$ cat src/rtl/seletor_jogador.sv
// ---------------------------------------------------------------------------
// seletor_jogador
//   Player-selection register for the game console. Converts N one-per-player
//   buttons into a binary player index for the game FSM. A press is debounced,
//   rejected if more than one button is held, and rejected if it names a dead
//   player. The FSM opens a selection window with `habilitar`. A rising edge
//   on `confirmar` then locks the current candidate and pulses
//   `escolha_pronta` once.
//
// Ports
//   clock              in   system clock, rising edge
//   reset              in   synchronous, active-high
//   botoes_jogadores   in   [N_JOGADORES] player buttons (already synchronised)
//   jogadores_vivos    in   [N_JOGADORES] alive mask, 0 = not selectable
//   habilitar          in   selection window open (level)
//   confirmar          in   confirm button (level, rising edge acts)
//   jogador_escolhido  out  [W_IDX] current candidate index
//   escolha_valida     out  candidate held and selectable
//   escolha_pronta     out  1-cycle pulse, candidate confirmed
//   erro_multiplo      out  1-cycle pulse, accepted press was not one-hot
//   erro_morto         out  1-cycle pulse, accepted press names a dead player
// ---------------------------------------------------------------------------
module seletor_jogador #(
  parameter int N_JOGADORES     = 5,
  parameter int W_IDX           = 3,
  parameter int DEBOUNCE_CYCLES = 4
) (
  input  logic                   clock,
  input  logic                   reset,
  input  logic [N_JOGADORES-1:0] botoes_jogadores,
  input  logic [N_JOGADORES-1:0] jogadores_vivos,
  input  logic                   habilitar,
  input  logic                   confirmar,
  output logic [W_IDX-1:0]       jogador_escolhido,
  output logic                   escolha_valida,
  output logic                   escolha_pronta,
  output logic                   erro_multiplo,
  output logic                   erro_morto
);

  localparam logic [1:0] OCIOSO      = 2'd0;
  localparam logic [1:0] ESPERA      = 2'd1;
  localparam logic [1:0] SELECIONADO = 2'd2;
  localparam logic [1:0] CONFIRMADO  = 2'd3;

  // The counter only needs to reach DEBOUNCE_CYCLES-1; it saturates there.
  localparam int CW = (DEBOUNCE_CYCLES > 1) ? $clog2(DEBOUNCE_CYCLES) : 1;
  localparam logic [CW-1:0]          CNT_ALVO = CW'(DEBOUNCE_CYCLES - 1);
  localparam logic [CW-1:0]          CNT_ZERO = {CW{1'b0}};
  localparam logic [CW-1:0]          CNT_UM   = CW'(1);
  localparam logic [N_JOGADORES-1:0] B_ZERO   = {N_JOGADORES{1'b0}};
  localparam logic [W_IDX-1:0]       IDX_ZERO = {W_IDX{1'b0}};

  logic [N_JOGADORES-1:0] b_r;
  logic                   c_r;
  logic [CW-1:0]          cnt_r;
  logic                   armado_r;
  logic [1:0]             estado_r;

  logic                   conf_edge_s;
  logic                   aceite_s;
  logic                   press_um_quente_s;
  logic [W_IDX-1:0]       press_idx_s;
  logic                   press_vivo_s;
  logic                   cand_vivo_s;

  // True when exactly one bit of v is set.
  function automatic logic um_quente(input logic [N_JOGADORES-1:0] v);
    int unsigned n;
    n = 32'd0;
    for (int i = 0; i < N_JOGADORES; i++) begin
      n = n + 32'(v[i]);
    end
    return (n == 32'd1);
  endfunction

  // Index of the highest set bit (meaningful only for one-hot inputs).
  function automatic logic [W_IDX-1:0] indice_de(input logic [N_JOGADORES-1:0] v);
    logic [W_IDX-1:0] r;
    r = {W_IDX{1'b0}};
    for (int i = 0; i < N_JOGADORES; i++) begin
      if (v[i]) begin
        r = W_IDX'(i);
      end
    end
    return r;
  endfunction

  // Alive bit for an index; indices outside the player range read as dead.
  function automatic logic vivo_de(input logic [N_JOGADORES-1:0] mask,
                                   input logic [W_IDX-1:0]       idx);
    logic r;
    r = 1'b0;
    for (int i = 0; i < N_JOGADORES; i++) begin
      if (idx == W_IDX'(i)) begin
        r = mask[i];
      end
    end
    return r;
  endfunction

  // Decode the sampled press and the confirm edge for this clock edge.
  always_comb begin
    conf_edge_s       = confirmar & ~c_r;
    // An accept fires on the edge where b_r completes DEBOUNCE_CYCLES stable
    // samples, and only if the buttons were released since the last accept.
    aceite_s          = armado_r & (b_r != B_ZERO) & (cnt_r == CNT_ALVO);
    press_um_quente_s = um_quente(b_r);
    press_idx_s       = indice_de(b_r);
    press_vivo_s      = vivo_de(jogadores_vivos, press_idx_s);
    cand_vivo_s       = vivo_de(jogadores_vivos, jogador_escolhido);
  end

  // Input sampling, debounce counter and release-to-rearm flag.
  always_ff @(posedge clock) begin
    if (reset) begin
      b_r      <= B_ZERO;
      c_r      <= 1'b0;
      cnt_r    <= CNT_ZERO;
      armado_r <= 1'b0;
    end else begin
      b_r <= botoes_jogadores;
      c_r <= confirmar;
      if ((botoes_jogadores != b_r) || (botoes_jogadores == B_ZERO)) begin
        cnt_r <= CNT_ZERO;
      end else if (cnt_r != CNT_ALVO) begin
        cnt_r <= cnt_r + CNT_UM;
      end else begin
        cnt_r <= cnt_r;
      end
      // Rearm only on a sampled all-zero. It stays clear out of reset, so a
      // button still held through reset must be released first.
      if (botoes_jogadores == B_ZERO) begin
        armado_r <= 1'b1;
      end else if (aceite_s) begin
        armado_r <= 1'b0;
      end else begin
        armado_r <= armado_r;
      end
    end
  end

  // Selection FSM and registered outputs.
  always_ff @(posedge clock) begin
    if (reset) begin
      estado_r          <= OCIOSO;
      jogador_escolhido <= IDX_ZERO;
      escolha_valida    <= 1'b0;
      escolha_pronta    <= 1'b0;
      erro_multiplo     <= 1'b0;
      erro_morto        <= 1'b0;
    end else begin
      escolha_pronta <= 1'b0;
      erro_multiplo  <= 1'b0;
      erro_morto     <= 1'b0;
      if (!habilitar) begin
        estado_r <= OCIOSO;
      end else begin
        case (estado_r)
          OCIOSO: begin
            estado_r          <= ESPERA;
            jogador_escolhido <= IDX_ZERO;
            escolha_valida    <= 1'b0;
          end
          ESPERA: begin
            if (aceite_s) begin
              if (!press_um_quente_s) begin
                erro_multiplo <= 1'b1;
              end else if (!press_vivo_s) begin
                erro_morto <= 1'b1;
              end else begin
                jogador_escolhido <= press_idx_s;
                escolha_valida    <= 1'b1;
                estado_r          <= SELECIONADO;
              end
            end else begin
              estado_r <= ESPERA;
            end
          end
          SELECIONADO: begin
            // A confirm beats a simultaneous accept, but a candidate that has
            // just died can never be confirmed.
            if (conf_edge_s && cand_vivo_s) begin
              escolha_pronta <= 1'b1;
              estado_r       <= CONFIRMADO;
            end else if (aceite_s && press_um_quente_s && press_vivo_s) begin
              jogador_escolhido <= press_idx_s;
              escolha_valida    <= 1'b1;
            end else begin
              erro_multiplo <= aceite_s & ~press_um_quente_s;
              erro_morto    <= aceite_s & press_um_quente_s & ~press_vivo_s;
              if (!cand_vivo_s) begin
                escolha_valida <= 1'b0;
                estado_r       <= ESPERA;
              end else begin
                estado_r <= SELECIONADO;
              end
            end
          end
          CONFIRMADO: begin
            estado_r <= CONFIRMADO;
          end
          default: begin
            estado_r       <= OCIOSO;
            escolha_valida <= 1'b0;
          end
        endcase
      end
    end
  end

endmodule
$ cat config.mk
export PLATFORM = sky130hd
export DESIGN_NAME = seletor_jogador
export DESIGN_NICKNAME = d
export VERILOG_FILES = /design/src/rtl/seletor_jogador.sv
export SDC_FILE = /design/constraint.sdc
export NUM_CORES = 1
export LEC_CHECK = 0
export ABC_AREA = 1
export ABC_CLOCK_PERIOD_IN_PS = 2800
export BUFFER_PORTS_ARGS = -buffer_cell sky130_fd_sc_hd__buf_2
export CORE_MARGIN = 5
export CORE_UTILIZATION = 40
export CTS_BUF_LIST = sky130_fd_sc_hd__clkbuf_8
export CTS_CLUSTER_DIAMETER = 50
export DETAILED_ROUTE_END_ITERATION = 7
export PLACE_DENSITY = 0.66
export SLEW_MARGIN = 40
export SYNTH_ARGS = -nofsm -noshare
export SYNTH_HDL_FRONTEND = slang
export SYNTH_SLANG_ARGS = --single-unit
$ cat constraint.sdc
create_clock -name clock -period 2.8 [get_ports clock]
set_clock_uncertainty 0.05 [all_clocks]
set_input_delay 0.14 -clock clock [delete_from_list [all_inputs] [get_ports clock]]
set_output_delay 0.14 -clock clock [all_outputs]
set_load 0.05 [all_outputs]
After elaboration in Yosys (flattened, before gate mapping)
Index checks and enable logic that the tools add are counted.
Storage, ports and cells
  flip-flop bits (word level): 18
  output and inout port bits: 7
  logic and storage cells: 115
Operators by class
  bitwise gates (word level): 11
  $add $sub $neg: 5
  equal/unequal tests: 24
  reductions and logical operators: 17
  mux-type cells: 48
Operators by type and width (count)
  $mux 1: 29
  $mux 3: 8
  $reduce_and 7->1: 2
  $eq 3x2->1 const B: 4
  $mux 2: 6
  $ne 2x2->1 const B: 6
  $ne 3x3->1 const B: 4
  $pmux 3 s3: 1
  $pmux 2 s4: 1
  $and 1x1->1: 6
  $eq 2x2->1 const B: 3
  $eq 3x1->1 const B: 2
  $eq 3x3->1 const B: 2
  $logic_not 3->1: 2
  $add 4x1->5: 1
  $eq 5x1->1 const B: 1
  $logic_not 5->1: 1
  $ne 5x5->1: 1
  $not 1->1: 5
  $reduce_bool 5->1: 1
  $add 3x1->4: 1
  $pmux 1 s2: 2
  $reduce_or 2->1: 2
  $add 2x1->3: 1
  11 further kinds: 13

Depth between registers and ports, before layout
  depth after elaboration: 15
  depth in mapped cells: 17
  depth with buffers taken out: 17

Worst setup path after synthesis
Ideal clock, no wire load.
  kind: register to register
  start: register b_r[1]
  end: register jogador_escolhido[2]
  stages on the path, launching flop included: 17
  required time: 2635 ps
  library setup time: 115 ps
  path slack: 211 ps
  buffers on the path: 0
  data arrival time: 2424 ps
  path through: dfxtp_1 -> inv_1 -> fa_1 -> inv_1 -> fa_1 -> ha_1 -> nand3b_1 -> nand2_1 -> nand2_1 -> nor2_1 -> nand2_1 -> nor2_2 -> nand2_2 -> inv_2 -> nand2_1 -> nand2_1 -> nor2_2
On the way
  longest elaborated chain between the ends: 13
  elaborated cells between the ends (all ways): 29
Ends and longest elaborated chain
  start, declared: line 54  | logic [N_JOGADORES-1:0] b_r;
  start signal, assigned: line 122  | b_r <= botoes_jogadores;
  parallel branches: the longest is 12 deep, another holds $add 4x1->5
  $reduce_and 7->1 (no source line) (*)
  end signal, assigned: line 172  | jogador_escolhido <= press_idx_s;
  end signal, assigned: line 187  | jogador_escolhido <= press_idx_s;
  end, declared: line 34  | output logic [W_IDX-1:0] jogador_escolhido,
Every way passes the cells marked *.
A chain may end at the register's enable or synchronous reset.

Final worst setup path
Ends and elaborated chain as after synthesis.

==> impl_metrics.csv <==
group,metric,value,unit
status,status,"finished clean",
logic_synthesis,synth_area_per_cell,6.701,sq um
placed_design,place_area,1333,sq um
sta,drv_slew,0,
hold_path,worst_hold_path.endpoint,"c_r",
clocking,insertion_delay,0.26,ns
logic_synthesis,syn_nets,203,
placed_design,place.gp.congestion,0.8634,
clocking,cts_buffers,3,
global_routing,grt_pass1_vias,1077,
global_routing,grt_pass1_wl,4450,microns
critical_path,crit_arrival,2.77,ns
floorplanning,die_area,4213,sq um
sta,hold_viol_final,0,
critical_path,startpoint_type,"register",
floorplanning,fp.dieW,64.91,microns
critical_path,reg2reg_depth,16,
logic_synthesis,ys_ff_latch,18,
cells_and_area,final_common_cell,"nand2_1",
critical_path,cp.required,2.91,ns
clocking,clock-sinks,18,
floorplanning,rows,20,
hold_path,min_path_cells,3,
critical_path,r2r_slack,0.13,ns
pwr,power_density,444.8,nW/um^2
logic_synthesis,ys_types,27,
routing,vias_per_cell,4.817,
pwr,vdd_ir_drop_max,0.1696,mV
sta,setup_tns,0,ns
global_routing,grt_max_degree,11,
routing,via_count,1156,
cells_and_area,layout_common_cells,"nand2_1, inv_1, nor2_1",
cells_and_area,fill_cells,301,
critical_path,rr_endpoint,"jogador_escolhido[2]",
global_routing,grt_use_total,0.1337,
routing,drtIter0Drc,37,
hold_path,min_from,"confirmar",
clocking,clk_path_buf_depth,2,
floorplanning,initial_utilization,0.4050,
critical_path,cp-end-kind,"register",
pwr,power_leakage,0.7181,nW
sta,min_period,2.667,ns
clocking,cts_hold_buf,0,
cells_and_area,final_layout_size_suffix_gt1_frac,0.2415,
global_routing,antenna_found_initial,0,
sta,fmax,375.0,MHz
critical_path,critPathKind,"reg -> reg",
sta,slew_headroom,0.7587,
sta,layout_worst_path_cycle_share,0.9524,
sta,timing.hold.ws,0.05020,ns
routing,first_pass_iters,4,
flow_run,maxCapViolCount,0,
sta,setup_viol,0,
routing,remaining_drc_errors,0,
clocking,cts_root_buf,"clkbuf_8",
cells_and_area,syn2layout_area_growth,20.12,%
placed_design,port_buffers,20,
placed_design,dp_hpwl,1984,microns
hold_path,min_path_type,"in -> reg",
logic_synthesis,syn_inst,180,
logic_synthesis,yosys_warnings,0,
routing,wl_per_cell,10.55,microns
cells_and_area,nNetsFinal,231,
clocking,htree_levels,1,
critical_path,reg2reg_from,"b_r[1]",
cells_and_area,final_area,1449,sq um
sta,worst_pin_slew,0.3529,ns
placed_design,dp_worst_setup_slack,0.04544,ns
sta,rsz0062_at_grt,"yes",
global_routing,grt.overflow.total,0,
routing,wl,2531,microns
critical_path,critPathMaxFanout,4,
cells_and_area,antenna_cells,0,
logic_synthesis,syn-cell-area,1206,sq um
floorplanning,die_h,64.91,microns
sta,fin_ws,0.1333,ns
logic_synthesis,ys_seq_area_frac,0.2988,
routing,ant_nets,0,
clocking,path_clk_slew,0.07,ns
floorplanning,io_pins,21,
floorplanning,core-area,2978,sq um
clocking,cts_tree,"built",
Yosys cell counts:
cell type | count | area share
nor2_2 | 5 | 0.026
nand3_1 | 11 | 0.046
nand3_2 | 2 | 0.017
xor2_1 | 2 | 0.015
dfxtp_1 | 18 | 0.30
o2111ai_1 | 1 | 0.0073
nand2_2 | 2 | 0.010
mux2i_1 | 1 | 0.0083
inv_1 | 33 | 0.10
nor2_1 | 27 | 0.084
xnor2_1 | 1 | 0.0073
a31oi_1 | 1 | 0.0052
o211ai_1 | 1 | 0.0062
buf_4 | 2 | 0.012
nand4_1 | 6 | 0.031
inv_2 | 2 | 0.0062
o21ai_0 | 2 | 0.0083
a21oi_1 | 7 | 0.029
nor3_1 | 3 | 0.012
o21ai_1 | 1 | 0.0041
nand3b_1 | 1 | 0.0062
nand4_4 | 1 | 0.018
fa_1 | 2 | 0.033
nor4_1 | 1 | 0.0052
a2111oi_0 | 1 | 0.0073
ha_1 | 7 | 0.073
nand2_1 | 39 | 0.12
where the power goes:
part	internal, W	leakage [nW]	switching [W]
clock network	0.000125	0.0288	0.0000904
registers	0.000266	0.149	0.0000120
logic	0.0000569	0.541	0.0000936
total	0.000448	0.718	0.000196
per-layer routing:
layer / GRT usage / part of all wire / up-vias
met4: 0.07124 / 0.022 / 0
met3: 0.02080 / 0.056 / 5
met1: 0.1654 / 0.46 / 506
met2: 0.2209 / 0.46 / 26
met5: 0 / 0 / -
li1: - / - / 619
worst max-delay path by stage:
stage | slack (ns) | end | depth (start not counted) | startpoint
after detailed placement | 0.05 | jogador_escolhido[2] | 16 | b_r[1]
after global placement | 0.1 | jogador_escolhido[1] | 14 | b_r[3]
final | 0.13 | jogador_escolhido[2] | 16 | b_r[1]
after CTS | 0.03 | jogador_escolhido[2] | 16 | b_r[1]
after floorplan | 0.21 | jogador_escolhido[2] | 16 | b_r[1]
after global routing | -0.07 | jogador_escolhido[2] | 16 | b_r[1]
layout make-up:
cell class	count	area [sq um]	share of cell area
inverters	35	133.9	0.09240
clock buffers	4	55.05	0.03800
well taps	33	41.29	0.02850
repair buffers	25	137.6	0.09499
multi-input cells	125	714.4	0.4931
flip-flops and latches	18	366.6	0.2530
cell families after synthesis:
group | synth area share
simple gates | 0.3766
buf+inv | 0.1214
flops | 0.2988
compound gates | 0.06743
fa+ha+maj | 0.1058
xor+xnor | 0.02179
mux | 0.008299
state kept, by name, summed over array words and instances, names as in the netlist, 2 cells and up:
| register | cells |
|---|---|
| estado_r | 2 |
| cnt_r | 2 |
| b_r | 5 |
| jogador_escolhido | 3 |
timing repair:
action	in CTS	in global routing
hold endpoints to repair	0	0
resized for setup	0	12
setup endpoints to repair	0	7
setup buffers	0	5
worst max-delay path: stages (launching register included):
cell	delay, ns
dfxtp_2	0.37
inv_4	0.05
fa_1	0.54
inv_2	0.04
fa_2	0.35
ha_4	0.21
nand3b_1	0.21
nand2_1	0.10
nand2_1	0.05
nor2_1	0.09
nand2_1	0.08
nor2_2	0.11
nand2_2	0.08
inv_2	0.07
nand2_1	0.05
nand2_1	0.06
nor2_2	0.03
per-stage QoR:
step | total power, W | utilization | cells
final | 0.0006445 | 0.4866 | 240
after global routing | 0.0006871 | 0.4866 | 240
after CTS | 0.0006377 | 0.4660 | 235
after detailed placement | 0.0004201 | 0.4475 | 231
after global placement | 0.0004187 | 0.4475 | 231
after floorplan | 0.0003846 | - | 180
No activity file was read; power rests on OpenSTA's default activity.
